### src/rtl/emissions_pkg.sv
// rtl/emissions_pkg.sv - shared level/top-state types and the sample classifier
package emissions_pkg;

    typedef enum logic [1:0] {
        NORMAL = 2'b00,
        WARN   = 2'b01,
        CRIT   = 2'b10
    } level_t;

    typedef enum logic {
        IDLE    = 1'b0,
        MONITOR = 1'b1
    } top_state_t;

    // Thresholds and samples are widened to 32 bits so one function serves any DATA_W <= 32.
    function automatic level_t classify(input logic [31:0] sample,
                                        input logic [31:0] warn_th,
                                        input logic [31:0] crit_th);
        if (sample >= crit_th) begin
            return CRIT;
        end
        if (sample >= warn_th) begin
            return WARN;
        end
        return NORMAL;
    endfunction

endpackage

### src/rtl/emissions_channel.sv
// rtl/emissions_channel.sv - per-channel level FSM with persistence, hysteresis and optional CRIT latch (EMISSIONS_CRIT_LATCH_EN)
module emissions_channel #(
    parameter int DATA_W  = 8,
    parameter int WARN_TH = 50,
    parameter int CRIT_TH = 100,
    parameter int HYST    = 5,
    parameter int PERSIST = 3
) (
    input  logic              clk,
    input  logic              reset,
    input  logic              clear,
    input  logic              update,
    input  logic [DATA_W-1:0] sample,
    input  logic              ack,
    output logic [1:0]        level,
    output logic              crit_entry
);
    import emissions_pkg::*;

    localparam int          CW      = $clog2(PERSIST + 1);
    localparam logic [31:0] CRIT_LO = 32'(CRIT_TH - HYST);
    localparam logic [31:0] WARN_LO = 32'(WARN_TH - HYST);

    level_t        lvl, lvl_nxt, raw;
    logic [CW-1:0] cnt, cnt_nxt, cnt_inc;
    logic          ack_seen, ack_nxt;
    logic [31:0]   s32;

    assign s32     = 32'(sample);
    assign raw     = classify(s32, 32'(WARN_TH), 32'(CRIT_TH));
    assign cnt_inc = cnt + 1'b1;

`ifndef EMISSIONS_CRIT_LATCH_EN
    logic ack_unused;
    assign ack_unused = ack;
`endif

    always_comb begin
        lvl_nxt    = lvl;
        cnt_nxt    = cnt;
        ack_nxt    = ack_seen;
        crit_entry = 1'b0;
        if (clear) begin
            lvl_nxt = NORMAL;
            cnt_nxt = '0;
            ack_nxt = 1'b0;
        end else begin
`ifdef EMISSIONS_CRIT_LATCH_EN
            if (lvl == CRIT && ack) begin
                ack_nxt = 1'b1;
            end
`endif
            if (update) begin
                if (raw > lvl) begin
                    if (cnt_inc == CW'(PERSIST)) begin
                        lvl_nxt = raw;
                        cnt_nxt = '0;
                        if (raw == CRIT) begin
                            crit_entry = 1'b1;
                            ack_nxt    = 1'b0;
                        end
                    end else begin
                        cnt_nxt = cnt_inc;
                    end
                end else begin
                    // De-escalation and the hysteresis hold both break the escalation streak.
                    cnt_nxt = '0;
`ifdef EMISSIONS_CRIT_LATCH_EN
                    if (lvl == CRIT && s32 < CRIT_LO && ack_nxt) begin
`else
                    if (lvl == CRIT && s32 < CRIT_LO) begin
`endif
                        lvl_nxt = (s32 < WARN_LO) ? NORMAL : WARN;
                    end else if (lvl == WARN && s32 < WARN_LO) begin
                        lvl_nxt = NORMAL;
                    end
                end
            end
        end
    end

    always_ff @(posedge clk) begin
        if (reset) begin
            lvl      <= NORMAL;
            cnt      <= '0;
            ack_seen <= 1'b0;
        end else begin
            lvl      <= lvl_nxt;
            cnt      <= cnt_nxt;
            ack_seen <= ack_nxt;
        end
    end

    assign level = lvl;

endmodule

### src/rtl/emissions_monitor_mc.sv
// rtl/emissions_monitor_mc.sv - multi-channel emissions monitor top; optional sticky CRIT via EMISSIONS_CRIT_LATCH_EN
module emissions_monitor_mc #(
    parameter int DATA_W  = 8,
    parameter int NUM_CH  = 4,
    parameter int WARN_TH = 50,
    parameter int CRIT_TH = 100,
    parameter int HYST    = 5,
    parameter int PERSIST = 3,
    parameter int CNT_W   = 16
) (
    input  logic                     clk,
    input  logic                     reset,
    input  logic                     enable,
    input  logic                     sample_valid,
    input  logic [NUM_CH*DATA_W-1:0] sample_data,
    input  logic [NUM_CH-1:0]        ack,
    output logic                     monitoring,
    output logic [NUM_CH-1:0]        warning,
    output logic [NUM_CH-1:0]        critical,
    output logic                     any_warning,
    output logic                     any_critical,
    output logic [CNT_W-1:0]         crit_events
);
    import emissions_pkg::*;

    localparam int PW = $clog2(NUM_CH + 1);

    top_state_t state, state_nxt;
    logic       clear, update;

    always_comb begin
        state_nxt = state;
        case (state)
            IDLE:    if (enable)  state_nxt = MONITOR;
            MONITOR: if (!enable) state_nxt = IDLE;
            default: state_nxt = IDLE;
        endcase
    end

    always_ff @(posedge clk) begin
        if (reset) begin
            state <= IDLE;
        end else begin
            state <= state_nxt;
        end
    end

    // Disable wins over a coincident sample: channels clear instead of evaluating it.
    assign clear  = (state_nxt == IDLE);
    assign update = (state == MONITOR) && enable && sample_valid;

    logic [NUM_CH-1:0] crit_entry;

    for (genvar i = 0; i < NUM_CH; i++) begin : g_ch
        logic [1:0] lvl;
        emissions_channel #(
            .DATA_W (DATA_W),
            .WARN_TH(WARN_TH),
            .CRIT_TH(CRIT_TH),
            .HYST   (HYST),
            .PERSIST(PERSIST)
        ) u_ch (
            .clk       (clk),
            .reset     (reset),
            .clear     (clear),
            .update    (update),
            .sample    (sample_data[i*DATA_W +: DATA_W]),
            .ack       (ack[i]),
            .level     (lvl),
            .crit_entry(crit_entry[i])
        );
        assign warning[i]  = (lvl == WARN);
        assign critical[i] = (lvl == CRIT);
    end

    assign monitoring   = (state == MONITOR);
    assign any_warning  = |warning;
    assign any_critical = |critical;

    logic [PW-1:0]       pop;
    logic [CNT_W+PW-1:0] sum;
    logic [CNT_W-1:0]    events_nxt;

    always_comb begin
        pop = '0;
        for (int i = 0; i < NUM_CH; i++) begin
            pop = pop + PW'(crit_entry[i]);
        end
        sum = {{PW{1'b0}}, crit_events} + {{CNT_W{1'b0}}, pop};
        if (sum > {{PW{1'b0}}, {CNT_W{1'b1}}}) begin
            events_nxt = '1;
        end else begin
            events_nxt = sum[CNT_W-1:0];
        end
    end

    always_ff @(posedge clk) begin
        if (reset) begin
            crit_events <= '0;
        end else begin
            crit_events <= events_nxt;
        end
    end

endmodule

### config.mk
export PLATFORM = sky130hd
export DESIGN_NAME = emissions_monitor_mc
export DESIGN_NICKNAME = d
export VERILOG_FILES = /design/src/rtl/emissions_pkg.sv /design/src/rtl/emissions_channel.sv /design/src/rtl/emissions_monitor_mc.sv
export SDC_FILE = /design/constraint.sdc
export NUM_CORES = 1
export LEC_CHECK = 0
export CORE_MARGIN = 2
export CORE_UTILIZATION = 45
export CTS_BUF_LIST = sky130_fd_sc_hd__clkbuf_8
export DETAILED_ROUTE_END_ITERATION = 8
export PLACE_DENSITY = 0.79
export SYNTH_ARGS = -nofsm -noshare
export SYNTH_HDL_FRONTEND = slang
export SYNTH_HIERARCHICAL = 1
export SYNTH_SLANG_ARGS = --single-unit
### constraint.sdc
create_clock -name clk -period 4.9 [get_ports clk]
set_input_delay 1.47 -clock clk [delete_from_list [all_inputs] [get_ports clk]]
set_output_delay 1.47 -clock clk [all_outputs]
set_load 0.005 [all_outputs]
* Yosys cells after proc, flatten, opt, wreduce, memory -nomap -nowiden
Index checks and enable logic that the tools add are counted.
** Storage, ports and cells
- Register bits :: 33
- Bits of input ports :: 40
- Output and inout bits :: 27
- Logic and storage cells :: 159
** Operators by class
- Add/subtract/negate cells :: 8
- Magnitude comparators :: 21
- Eq/ne operators :: 20
- Multiplexer cells :: 78
- Bitwise operators :: 1
- Reductions and logical operators :: 21
** Operator list (number)
- $mux 2 :: 40
- $mux 1 :: 37
- $ge 8x6->1 const B :: 4
- $ge 8x7->1 const B :: 4
- $lt 8x6->1 const B :: 4
- $lt 8x7->1 const B :: 4
- $eq 2x2->1 const B :: 12
- $add 16x3->17 :: 1
- $gt 17x16->1 const B :: 1
- $mux 16 :: 1
- $reduce_and 3->1 :: 4
- $reduce_bool 3->1 :: 4
- $logic_and 1x1->1 :: 10
- $add 2x1->2 const B :: 4
- $eq 2x1->1 const B :: 4
- $gt 2x2->1 :: 4
- $ne 2x2->1 const B :: 4
- $reduce_or 4->1 :: 2
- $add 2x1->3 :: 1
- $add 3x1->3 :: 1
- $add 1x1->2 :: 1
- $reduce_or 2->1 :: 1
- $not 1->1 :: 1

* Longest topological paths before layout
Gate-level depths: netlist of the first run.
- Depth in word-level cells :: 17
- Depth in mapped cells :: 18
- Mapped depth without buffers :: 18

* Cells and area by module
The synthesis of the first run kept the hierarchy.
** Modules (own cells, without submodules)
- emissions_channel :: instances 4, cells an instance 46, area each 370.4 sq um, seq. area each 80.1 sq um
- emissions_monitor_mc :: instances 1, cells an instance 102, area each 912.1 sq um, seq. area each 340.3 sq um

* Worst setup path before layout of the first run
Ideal clock, no wire load.
- Path kind :: input-to-reg
- Start point :: input port sample_data[3]
- End point :: register crit_events[14]
- Library setup time :: 119 ps
- Arrival :: 4926 ps
- Data required time :: 4781 ps
- Path slack :: -145 ps
- Stages :: 16
- Path buffers :: 0
- Cells stage by stage :: o311a_1 or2_2 ha_1 nor2b_1 o21a_1 nand3_1 nor3b_1 fa_1 inv_1 fa_1 inv_1 fa_1 and2_0 and3_1 a31oi_1 nor3_1
** Between the ends
- Longest elaborated chain between the ends :: 17
- Elaborated cells on any way between the ends :: 21
- Those cells by class :: add/sub (4); order compare (4); eq/ne (1); mux (12)
** Ends and longest elaborated chain
- start, declared :: RTL line emissions_monitor_mc.sv:15 : input logic [NUM_CH*DATA_W-1:0] sample_data,
- $ge 8x6->1 :: RTL line emissions_pkg.sv:22 : if (sample >= warn_th) begin
- $mux 1 (2 in series) :: RTL line emissions_pkg.sv:22
- $mux 2 :: RTL line emissions_pkg.sv:25 : return NORMAL;
- $mux 2 * :: RTL line emissions_pkg.sv:22
- $eq 2x2->1 :: RTL line emissions_channel.sv:58 : if (raw == CRIT) begin
- $mux 1 :: RTL line emissions_channel.sv:58
- $mux 1 :: RTL line emissions_channel.sv:55 : if (cnt_inc == CW'(PERSIST)) begin
- $mux 1 * :: RTL line emissions_channel.sv:54 : if (raw > lvl) begin
- $mux 1 * :: RTL line emissions_channel.sv:53 : if (update) begin
- $mux 1 * :: RTL line emissions_channel.sv:43 : if (clear) begin
- net crit_entry[0] :: RTL line emissions_monitor_mc.sv:52 : logic [NUM_CH-1:0] crit_entry;
- $add 1x1->2 * :: RTL line emissions_monitor_mc.sv:87 : pop = pop + PW'(crit_entry[i]);
- $add 2x1->3 * :: RTL line emissions_monitor_mc.sv:87
- $add 3x1->3 * :: RTL line emissions_monitor_mc.sv:87
- $add 16x3->17 * :: RTL line emissions_monitor_mc.sv:89 : sum = {{PW{1'b0}}, crit_events} + {{CNT_W{1'b0}}, pop};
- $gt 17x16->1 :: RTL line emissions_monitor_mc.sv:90 : if (sum > {{PW{1'b0}}, {CNT_W{1'b1}}}) begin
- $mux 16 * :: RTL line emissions_monitor_mc.sv:90
- end signal, assigned :: RTL line emissions_monitor_mc.sv:101 : crit_events <= events_nxt;
- end, declared :: RTL line emissions_monitor_mc.sv:22 : output logic [CNT_W-1:0] crit_events
Mark *: on every way through the listed nets, which the timed path passes. The rest lies on a longest branch. The select of a mux whose other input is x is not followed.
A chain may end at the register's enable or synchronous reset.

* Final worst setup path of the first run
- Start point :: input port sample_data[26]
- End point :: register crit_events[14]
** Between the ends
- Longest elaborated chain between the ends :: 15
- Elaborated cells on any way between the ends :: 19
- Those cells by class :: add/sub (2); order compare (4); eq/ne (1); mux (12)
** Ends and longest elaborated chain (RTL line)
- $ge 8x6->1 :: emissions_pkg.sv:22
- $mux 1 (2 in series) :: emissions_pkg.sv:22
- $mux 2 :: emissions_pkg.sv:25
- $mux 2 * :: emissions_pkg.sv:22
- $eq 2x2->1 :: emissions_channel.sv:58
- $mux 1 :: emissions_channel.sv:58
- $mux 1 :: emissions_channel.sv:55
- $mux 1 * :: emissions_channel.sv:54
- $mux 1 * :: emissions_channel.sv:53
- $mux 1 * :: emissions_channel.sv:43
- net crit_entry[3] :: emissions_monitor_mc.sv:52
- $add 3x1->3 * :: emissions_monitor_mc.sv:87
- $add 16x3->17 * :: emissions_monitor_mc.sv:89
- $gt 17x16->1 :: emissions_monitor_mc.sv:90
- $mux 16 * :: emissions_monitor_mc.sv:90
Marked as above.

==> results of run 1 <==
==> cell usage after synthesis (all sizes together) <==
| cell type | n | area share, % |
|---|---|---|
| buf | 3 | 1.1 |
| or2 | 8 | 2.1 |
| a211o | 4 | 1.5 |
| o311a | 4 | 1.7 |
| nor2 | 18 | 2.8 |
| nor3b | 9 | 2.8 |
| xnor2 | 6 | 2.2 |
| a31oi | 6 | 1.6 |
| inv | 14 | 2.2 |
| o21ai | 9 | 3.8 |
| nand3 | 16 | 3.3 |
| and2 | 3 | 0.84 |
| o211a | 4 | 1.7 |
| nor3 | 11 | 3.1 |
| nor4 | 9 | 2.4 |
| o211ai | 4 | 2.1 |
| or3 | 1 | 0.47 |
| o2111ai | 1 | 0.37 |
| nand4 | 7 | 2.1 |
| o21a | 4 | 1.3 |
| or4 | 6 | 1.9 |
| nand4b | 4 | 1.5 |
| and4 | 1 | 0.47 |
| mux2i | 9 | 3.8 |
| nor2b | 17 | 4.4 |
| o2111a | 4 | 1.9 |
| ha | 9 | 4.7 |
| nand2 | 26 | 4.1 |
| xor2 | 5 | 1.8 |
| and3 | 3 | 0.84 |
| dfxtp | 33 | 28 |
| a21oi | 25 | 5.2 |
| fa | 3 | 2.5 |
==> through the flow <==
step	power [uW]	cells	cell area [um2]	setup TNS (ps)
floorplan	331	286	2410	0
global placement	413	475	3540	-7890
detailed placement	417	475	3540	-8900
CTS	695	493	3870	0
global route	734	496	3980	-7.02
finish	705	496	3980	0
==> worst max-delay path: cells and delay by family <==
kind            cells  cell delay [ps]
buf+inv             3              590
compound gates      2              560
simple gates        9             1360
fa+ha+maj           3              840
==> cell usage in the layout, fill, tap and decap left out, drive strengths merged, types with 4 or more instances in the layout <==
| cell type | n |
|---|---|
| nor3b | 9 |
| nor2 | 18 |
| o2111a | 4 |
| dfxtp | 33 |
| nor3 | 11 |
| a21oi | 25 |
| a31oi | 6 |
| or4 | 6 |
| o211a | 4 |
| nor2b | 17 |
| o21a | 4 |
| buf | 74 |
| o21ai | 9 |
| dlygate4sd2 | 4 |
| xnor2 | 6 |
| nand4 | 7 |
| o211ai | 4 |
| xor2 | 5 |
| ha | 9 |
| clkdlybuf4s50 | 49 |
| nand4b | 4 |
| nor4 | 9 |
| mux2i | 9 |
| clkbuf | 11 |
| nand2 | 26 |
| nand3 | 16 |
| inv | 15 |
| o311a | 4 |
| a211o | 4 |
| or2 | 8 |
==> routing by layer <==
layer	vias up	routed length [um]
met5	-	0
met4	0	170
met3	22	419
met2	98	3740
met1	1344	3240
li1	1342	-
==> kinds of logic (layout without fill, tap and decap cells) <==
family / Yosys count / after routing / synth area share [%]
compound gates: 65 / 65 / 21.0
xor+xnor: 11 / 11 / 4.02
fa+ha+maj: 12 / 12 / 7.21
buf+inv: 17 / 157 / 3.29
flops: 33 / 33 / 27.6
mux: 9 / 9 / 3.76
simple gates: 139 / 139 / 33.1
==> what timing repair did <==
item | 4_1_cts | 5_1_grt
hold buffers | 0 | 0
buffers inserted | 10 | 3
pin swaps | 21 | 28
gates cloned | 0 | 0
setup endpoints to repair | 16 | 16
resized for setup | 43 | 34
==> worst max-delay path by stage <==
stage | slack, ps | depth (start not counted) | to | from
final | 200 | 17 | crit_events[14]$_SDFF_PP0_ | sample_data[26]
after global routing | -7 | 18 | crit_events[14]$_SDFF_PP0_ | sample_data[26]
after CTS | 0.3 | 20 | crit_events[12]$_SDFF_PP0_ | sample_data[2]
after detailed placement | -630 | 18 | crit_events[14]$_SDFF_PP0_ | sample_data[19]
after global placement | -540 | 18 | crit_events[14]$_SDFF_PP0_ | sample_data[3]
after floorplan | 30 | 16 | crit_events[7]$_SDFF_PP0_ | sample_data[3]
==> report_power, final <==
group	internal, uW	switching, uW	total, uW
Clock	164	106	269
Combinational	93.8	71.8	166
Sequential	269	0.699	270
==> registers in the layout (all words and copies together) (netlist names) <==
| signal | flops |
|---|---|
| crit_events | 16 |
| g_ch.u_ch/cnt | 8 |
| g_ch.u_ch/level | 8 |
| monitoring | 1 |
==> area by class of cell <==
class / instances / share of cell area, %
well taps: 70 / 2.20
multi-input cells: 236 / 47.9
clock inverters: 2 / 0.849
flip-flops and latches: 33 / 16.6
repair buffers: 135 / 29.1
inverters: 14 / 1.32
clock buffers: 6 / 2.08
==> metrics.md, run 1 <==
| Metric | Value |
|---|---|
| Status | `finished, final reports clean` |
| Synth cell types | `40` |
| Clock latency on the worst-skew pair | `300 ps` |
| CTS root buffer | `clkbuf_8` |
| # DRC | `0` |
| Syn Nets | `about 340` |
| Crit path capture type | `flop` |
| Initial antenna violation count | `0` |
| CP arrival | `approximately 4900 ps` |
| GRT overflow | `0` |
| FF+latch area | `661 um2` |
| Area grow syn2layout | `66.2%` |
| Final hold slack | `a little under 500 ps` |
| WL final | `7.58 mm` |
| Pwr dens | `around 180 nW/um2` |
| ANT nets after route | `0` |
| Leak pwr | `around 0.0016 uW` |
| M2 GR Usage | `43.8%` |
| Starting Density | `46.9%` |
| CTS tree | `done` |
| Multi-input gate area | `1910 um2` |
| Clk buf depth | `2` |
| Die Y-Extent | `~77 um` |
| Pin count of the biggest net entering global routing | `26` |
| Fmax | `roughly 210 MHz` |
| Crit-path cells | `clkdlybuf4s50_1 -> o311a_1 -> or2_4 -> ha_4 -> nor2b_4 -> o21a_1 -> nand3_2 -> nor3b_2 -> inv_1 -> fa_2 -> inv_2 -> fa_2 -> and2_4 -> and3_4 -> nand3_1 -> nor3b_2 -> nor3_1` |
| # nets final | `roughly 480` |
| GR Util met1 | `roughly 29%` |
| Max-slew headroom | `a little under two fifths` |
| Peak VDD IR | `~0.13 mV` |
| Worst slew pin tran | `940 ps` |
| Synth warn | `6` |
| Seq/Total Area, Yosys | `27.6%` |
| H-tree depth | `2` |
| I/O Buffers | `62` |
| R2r setup slk | `between 1500 and 2000 ps` |
| Setup Viol. Count Final | `0` |
| Die width | `just under 80 um` |
| First-pass GRT wire length | `approximately 12 mm` |
| DP Wirelength | `about 5 mm` |
| Post-synthesis cell count | `roughly 290` |
| Vias in the first global route | `~2700` |
| Gpl congestion | `0.812` |
| Critical path type | `in2reg` |
| Syn Area/Cell | `between 8 and 9 um2` |
| Slowest cell on the critical path | `clkdlybuf4s50_1` |
| Synthesized cell area | `2390 um2` |
| Min setup slack post-route | `195 ps` |
| # fillers | `roughly 340` |
| Num CTS Buffers | `5` |
| Worst endpoint required time | `~5000 ps` |
| Die area | `approximately 6000 um2` |
| CTS Sinks | `33` |
| Hold Startpoint | `g_ch[3].u_ch/cnt[1]$_SDFFE_PP0P_` |
| Fin crit share | `96.0%` |
| Critical path's largest stage delay | `440 ps` |
| Drt pass-1 iters | `4` |
| Crit path max fanout | `4` |
| Met3 usage | `between 5 and 6%` |
| Share of layout cells above drive strength 1 | `34.5%` |
| Seq cells post-synth | `33` |
| CORE AREA | `just over 5000 um2` |
| Dpl ws | `-630 ps` |
| Worst Hold End | `g_ch[3].u_ch/cnt[1]$_SDFFE_PP0P_` |
| Startpoint class of the critical path | `primary input` |
| Clock skew | `between 6 and 7 ps` |
| Critical R2R Capture | `crit_events[14]$_SDFF_PP0_` |
| Worst reg2reg path depth | `16` |
| Clock slew at reported path FFs | `70 ps` |
| DR iter-0 viols | `about 150` |
| Slew Viols, Final | `0` |
| Antenna cells | `0` |
| Hold path depth | `2` |
| Final core occ | `between 70 and 80%` |
| Most Crowded Layer GR | `met2` |
| Hold Violations, Final | `0` |
| IO Count | `67` |
| Via count | `2806` |
| Tmin final | `~4700 ps` |
| Std-Cell Rows | `26` |
| FF-to-FF Start | `g_ch[0].u_ch/level[1]$_SDFFE_PP0P_` |
| Vias per cell | `5.66` |
| HP Class | `reg2reg` |
| Wire per inst | `15.3 um` |
| Max-cap violations | `0` |
| Gr usage total | `roughly a quarter` |
No activity file was read; power rests on OpenSTA's default activity.
==> run 2, diff against run 1 <==
--- a/config.mk
+++ b/config.mk
@@ -9,7 +9,7 @@
 export CORE_UTILIZATION = 45
 export CTS_BUF_LIST = sky130_fd_sc_hd__clkbuf_8
 export DETAILED_ROUTE_END_ITERATION = 8
-export PLACE_DENSITY = 0.79
+export PLACE_DENSITY = 0.78
 export SYNTH_ARGS = -nofsm -noshare
 export SYNTH_HDL_FRONTEND = slang
 export SYNTH_HIERARCHICAL = 1
==> metrics.md, run 2 (synthesis results as in run 1) <==
| Metric | Value |
|---|---|
| Min setup slack post-route | `approximately 21 ps` |
| Worst slew pin tran | `around 970 ps` |
| Fmax | `roughly 200 MHz` |
| GRT overflow | `0` |
| Dpl ws | `-607 ps` |
| Vias in the first global route | `about 3100` |
| Critical path type | `in2reg` |
| Overall power | `around 730 uW` |
| Initial antenna violation count | `0` |
| Clock skew | `between 7 and 8 ps` |
| Share of layout cells above drive strength 1 | `roughly 37%` |
| CORE AREA | `between 5000 and 6000 um2` |
| # DRC | `0` |
| Slew Viols, Final | `0` |
| ANT nets after route | `0` |
| Switching power share of the total | `about 26%` |
| Cell internal pwr | `between 500 and 600 uW` |
| Die width | `76.9 um` |
| Gpl congestion | `0.793` |
| Die area | `between 5000 and 6000 um2` |
| Pwr dens | `178 nW/um2` |
| Vias per cell | `slightly below 6` |
| Clock Power Share | `around 36%` |
| Final core occ | `roughly 80%` |
| Leak pwr | `around 0.0017 uW` |
| Commonest non-fill, non-tap cell in the layout | `buf_4` |
| CTS root buffer | `clkbuf_8` |
| Clock slew at reported path FFs | `about 70 ps` |
| Crit path max fanout | `6` |
| Worst endpoint required time | `5120 ps` |
| H-tree depth | `2` |
| Std-Cell Rows | `26` |
| Fin crit share | `~100%` |
| Most frequent cells in the layout | `90 x buf_4, 49 x clkdlybuf4s50_1, 33 x dfxtp_1` |
| Wire per inst | `about 18 um` |
| Setup TNS | `0 ps` |
| Status | `finished, final reports clean` |
| DR iter-0 viols | `a little over 200` |
| Die Y-Extent | `approximately 77 um` |
| Gr usage total | `28.7%` |
| Clock latency on the worst-skew pair | `290 ps` |
| Max-cap violations | `0` |
| Via count | `3040` |
| CTS Sinks | `33` |
| WL final | `9.19 mm` |
| Drt pass-1 iters | `5` |
| Hold Violations, Final | `0` |
| Psw | `between 150 and 200 uW` |
| Clk buf depth | `2` |
| First-pass GRT wire length | `13.9 mm` |
| Area grow syn2layout | `71.5%` |
| Startpoint class of the critical path | `primary input` |
| Max-slew headroom | `between 30% and 40%` |
| CTS tree | `done` |
| Starting Density | `46.9%` |
| Most flop-heavy register | `crit_events` |
| RSZ-0062 raised after global routing | `true` |
| I/O Buffers | `62` |
| Max reg flops | `16` |
| CP arrival | `5100 ps` |
| Comb power frac | `26.7%` |
| HP Class | `reg2reg` |
| # nets final | `roughly 500` |
| DP Wirelength | `just over 5 mm` |
| Setup Viol. Count Final | `0` |
| Final hold slack | `~500 ps` |
| Pin count of the biggest net entering global routing | `26` |
| Peak VDD IR | `0.154 mV` |
| IO Count | `67` |
| # fillers | `between 200 and 300` |
| Tmin final | `4880 ps` |
| Register share of total power | `around 37%` |
| Crit path capture type | `flop` |
| Num CTS Buffers | `5` |
| Antenna cells | `0` |
## run 2: stage by stage
step	cells	cell area (um2)
final	514	4100
after global routing	514	4100
after CTS	511	3930
after detailed placement	476	3550
after global placement	476	3550
after floorplan	286	2410
## run 2: worst max-delay path, stage by stage
cell	delay, ps
buf_2	110
o311a_1	380
buf_6	140
nor3_4	170
nand2_2	90
ha_4	270
nand2_2	60
buf_4	120
buf_4	120
buf_4	120
buf_4	120
buf_4	120
buf_4	120
buf_4	120
buf_4	120
buf_4	120
buf_4	120
buf_4	120
buf_4	140
o21ai_4	110
o21ai_2	130
or4_1	590
o211ai_2	100
## run 2: what timing repair did
item	in CTS	in global routing
setup endpoints to repair	16	18
setup buffers	28	3
hold buffers	0	0
pin swaps	18	23
gates resized for setup	33	40
## run 2: power groups by stage
stage / Sequential [uW] / Clock (uW) / Combinational [uW]
floorplan: 276 / 0 / 55.0
global placement: 276 / 0 / 138
detailed placement: 276 / 0 / 141
CTS: 270 / 267 / 168
global route: 270 / 279 / 205
finish: 270 / 266 / 195
## run 2: layout make-up
cell class	count	area, um2	share of cell area [%]
timing repair buffer	153	1290	31.4
clock buffer	6	82.6	2.01
inverter	14	52.6	1.28
multi-input combinational	236	1900	46.3
sequential	33	661	16.1
tap	70	87.6	2.13
clock inverter	2	33.8	0.823
## run 2: final timing paths
| path | start | to | slack, ps | cells after the start |
|---|---|---|---|---|
| setup / recovery | sample_data[2] | g_ch[0].u_ch/level[0]$_SDFFE_PP0P_ | 20 | 23 |
| hold / removal | g_ch[3].u_ch/cnt[1]$_SDFFE_PP0P_ | g_ch[3].u_ch/cnt[1]$_SDFFE_PP0P_ | 500 | 2 |
| setup reg to reg | g_ch[2].u_ch/level[1]$_SDFFE_PP0P_ | crit_events[14]$_SDFF_PP0_ | 1420 | 15 |
| hold reg to reg | g_ch[3].u_ch/cnt[1]$_SDFFE_PP0P_ | g_ch[3].u_ch/cnt[1]$_SDFFE_PP0P_ | 500 | 2 |
## run 2: layer usage
metal | vias up | global-route usage (%) | routed length (um)
met5 | - | 0 | 0
met4 | 0 | 12.9 | 300
met3 | 37 | 5.76 | 662
met2 | 177 | 52.4 | 4570
met1 | 1438 | 31.9 | 3650
li1 | 1388 | - | -
==> run 3, diff against run 2 <==
--- a/config.mk
+++ b/config.mk
@@ -9,6 +9,7 @@
 export CORE_UTILIZATION = 45
 export CTS_BUF_LIST = sky130_fd_sc_hd__clkbuf_8
 export DETAILED_ROUTE_END_ITERATION = 8
+export GPL_TIMING_DRIVEN = 0
 export PLACE_DENSITY = 0.78
 export SYNTH_ARGS = -nofsm -noshare
 export SYNTH_HDL_FRONTEND = slang
==> metrics.md, run 3 (synthesis results as in run 1) <==
| Metric | Value |
|---|---|
| Peak VDD IR | `~0.14 mV` |
| Num CTS Buffers | `5` |
| Worst slew pin tran | `about 760 ps` |
| Fin crit share | `a little over nine tenths` |
| Area grow syn2layout | `45.7%` |
| Std-Cell Rows | `26` |
| Pwr dens | `between 150 and 200 nW/um2` |
| Leak pwr | `roughly 0.0014 uW` |
| Most flop-heavy register | `crit_events` |
| Startpoint class of the critical path | `primary input` |
| Initial antenna violation count | `0` |
| Drt pass-1 iters | `4` |
| I/O Buffers | `62` |
| Min setup slack post-route | `105 ps` |
| Max-slew headroom | `between 40% and 50%` |
| Max-cap violations | `0` |
| WL final | `between 6 and 7 mm` |
| Die width | `between 70 and 80 um` |
| Share of layout cells above drive strength 1 | `approximately 22%` |
| Die area | `5920 um2` |
| Pin count of the biggest net entering global routing | `21` |
| H-tree depth | `2` |
| CORE AREA | `5110 um2` |
| Via count | `2512` |
| DR iter-0 viols | `between 100 and 150` |
| R2r setup slk | `about 1600 ps` |
| # DRC | `0` |
| Wire per inst | `approximately 15 um` |
| Slowest cell on the critical path | `fa_1` |
| Starting Density | `46.9%` |
| CTS Sinks | `33` |
| # fillers | `between 400 and 500` |
| CTS tree | `done` |
| Commonest non-fill, non-tap cell in the layout | `clkdlybuf4s50_1` |
| Hold Violations, Final | `0` |
| Critical path's largest stage delay | `roughly 450 ps` |
| DP Wirelength | `between 4 and 5 mm` |
| Dpl ws | `-732 ps` |
| Most frequent cells in the layout | `47 x clkdlybuf4s50_1, 33 x dfxtp_1, 24 x nand2_1` |
| Crit-path cells | `dlygate4sd2_1 -> o311a_1 -> buf_4 -> nor3_4 -> nand2_1 -> ha_1 -> nand2_2 -> o21a_1 -> nand3_2 -> nor3b_2 -> fa_1 -> inv_2 -> fa_2 -> inv_2 -> fa_2 -> and2_4 -> and3_4 -> nand3_1 -> nor3b_2 -> nor3_1` |
| HP Class | `reg2reg` |
| CTS root buffer | `clkbuf_8` |
| Crit path max fanout | `6` |
| Vias in the first global route | `around 2400` |
| Clock latency on the worst-skew pair | `280 ps` |
| Crit path capture type | `flop` |
| GRT overflow | `0` |
| First-pass GRT wire length | `~11 mm` |
| ANT nets after route | `0` |
| Clock slew at reported path FFs | `roughly 70 ps` |
| Fmax | `between 200 and 250 MHz` |
| Critical path type | `in2reg` |
| Clk buf depth | `2` |
| Die Y-Extent | `76.9 um` |
| CP arrival | `around 5000 ps` |
| Slew Viols, Final | `0` |
| Gpl congestion | `roughly 0.82` |
| Final hold slack | `between 400 and 500 ps` |
| Tmin final | `between 4000 and 5000 ps` |
| Worst endpoint required time | `5110 ps` |
| Gr usage total | `22.0%` |
| Overall power | `around 660 uW` |
| Max reg flops | `16` |
| Status | `finished, final reports clean` |
| Clock skew | `approximately 4.7 ps` |
| Setup Viol. Count Final | `0` |
| Vias per cell | `approximately 5.7` |
| # nets final | `~420` |
| IO Count | `67` |
| Antenna cells | `0` |
[run 3: report_power, final]
group | total (uW) | internal, uW | switching, uW
Combinational | 126 | 64.9 | 61.2
Sequential | 270 | 269 | 0.703
Clock | 265 | 164 | 102
Total | 661 | 498 | 163
[run 3: worst max-delay path: cells and delay by family]
kind | cells | cell delay [ps]
adder cells (fa/ha/maj) | 4 | 1290
AND/OR/NAND/NOR | 10 | 1240
buffers and inverters | 4 | 530
AO/OA/AOI/OAI | 2 | 480
[run 3: final timing paths]
path                                      endpoint                               start  cells past startpoint
setup / recovery        crit_events[14]$_SDFF_PP0_                      sample_data[4]                     20
hold / removal    g_ch[3].u_ch/cnt[1]$_SDFFE_PP0P_    g_ch[3].u_ch/cnt[1]$_SDFFE_PP0P_                      2
setup reg to reg        crit_events[14]$_SDFF_PP0_  g_ch[2].u_ch/level[1]$_SDFFE_PP0P_                     16
hold reg to reg   g_ch[3].u_ch/cnt[1]$_SDFFE_PP0P_    g_ch[3].u_ch/cnt[1]$_SDFFE_PP0P_                      2
[run 3: routing by layer]
| layer | routed length (um) | track usage, % | vias up |
|---|---|---|---|
| met5 | 0 | 0 | - |
| met4 | 72 | 5.09 | 0 |
| met3 | 287 | 4.71 | 10 |
| met2 | 3340 | 40.4 | 65 |
| met1 | 3000 | 25.8 | 1198 |
| li1 | - | - | 1239 |
[run 3: per-stage QoR]
| stage | utilization (%) | setup TNS (ps) | instances | instance area (um2) |
|---|---|---|---|---|
| 2_1_floorplan | - | 0 | 286 | 2410 |
| 3_3_place_gp | 61.1 | -9830 | 418 | 3120 |
| 3_5_place_dp | 61.1 | -10780 | 418 | 3120 |
| 4_1_cts | 66.7 | 0 | 438 | 3410 |
| 5_1_grt | 68.3 | -8.45 | 441 | 3490 |
| 6_report | 68.3 | 0 | 441 | 3490 |
[run 3: repair_timing]
action | 4_1_cts | 5_1_grt
setup buffers | 12 | 3
pin swaps | 15 | 17
hold buffers | 0 | 0
gates resized for setup | 32 | 26
setup endpoints to repair | 16 | 16
[run 3: final cells by class]
class / instances / area, um2 / area share, %
multi-input combinational: 236 / 1830 / 52.3
timing repair buffer: 77 / 719 / 20.6
sequential: 33 / 661 / 18.9
tap: 70 / 87.6 / 2.51
clock buffer: 6 / 82.6 / 2.37
inverter: 14 / 52.6 / 1.51
clock inverter: 2 / 33.8 / 0.968
buffer: 3 / 26.3 / 0.753
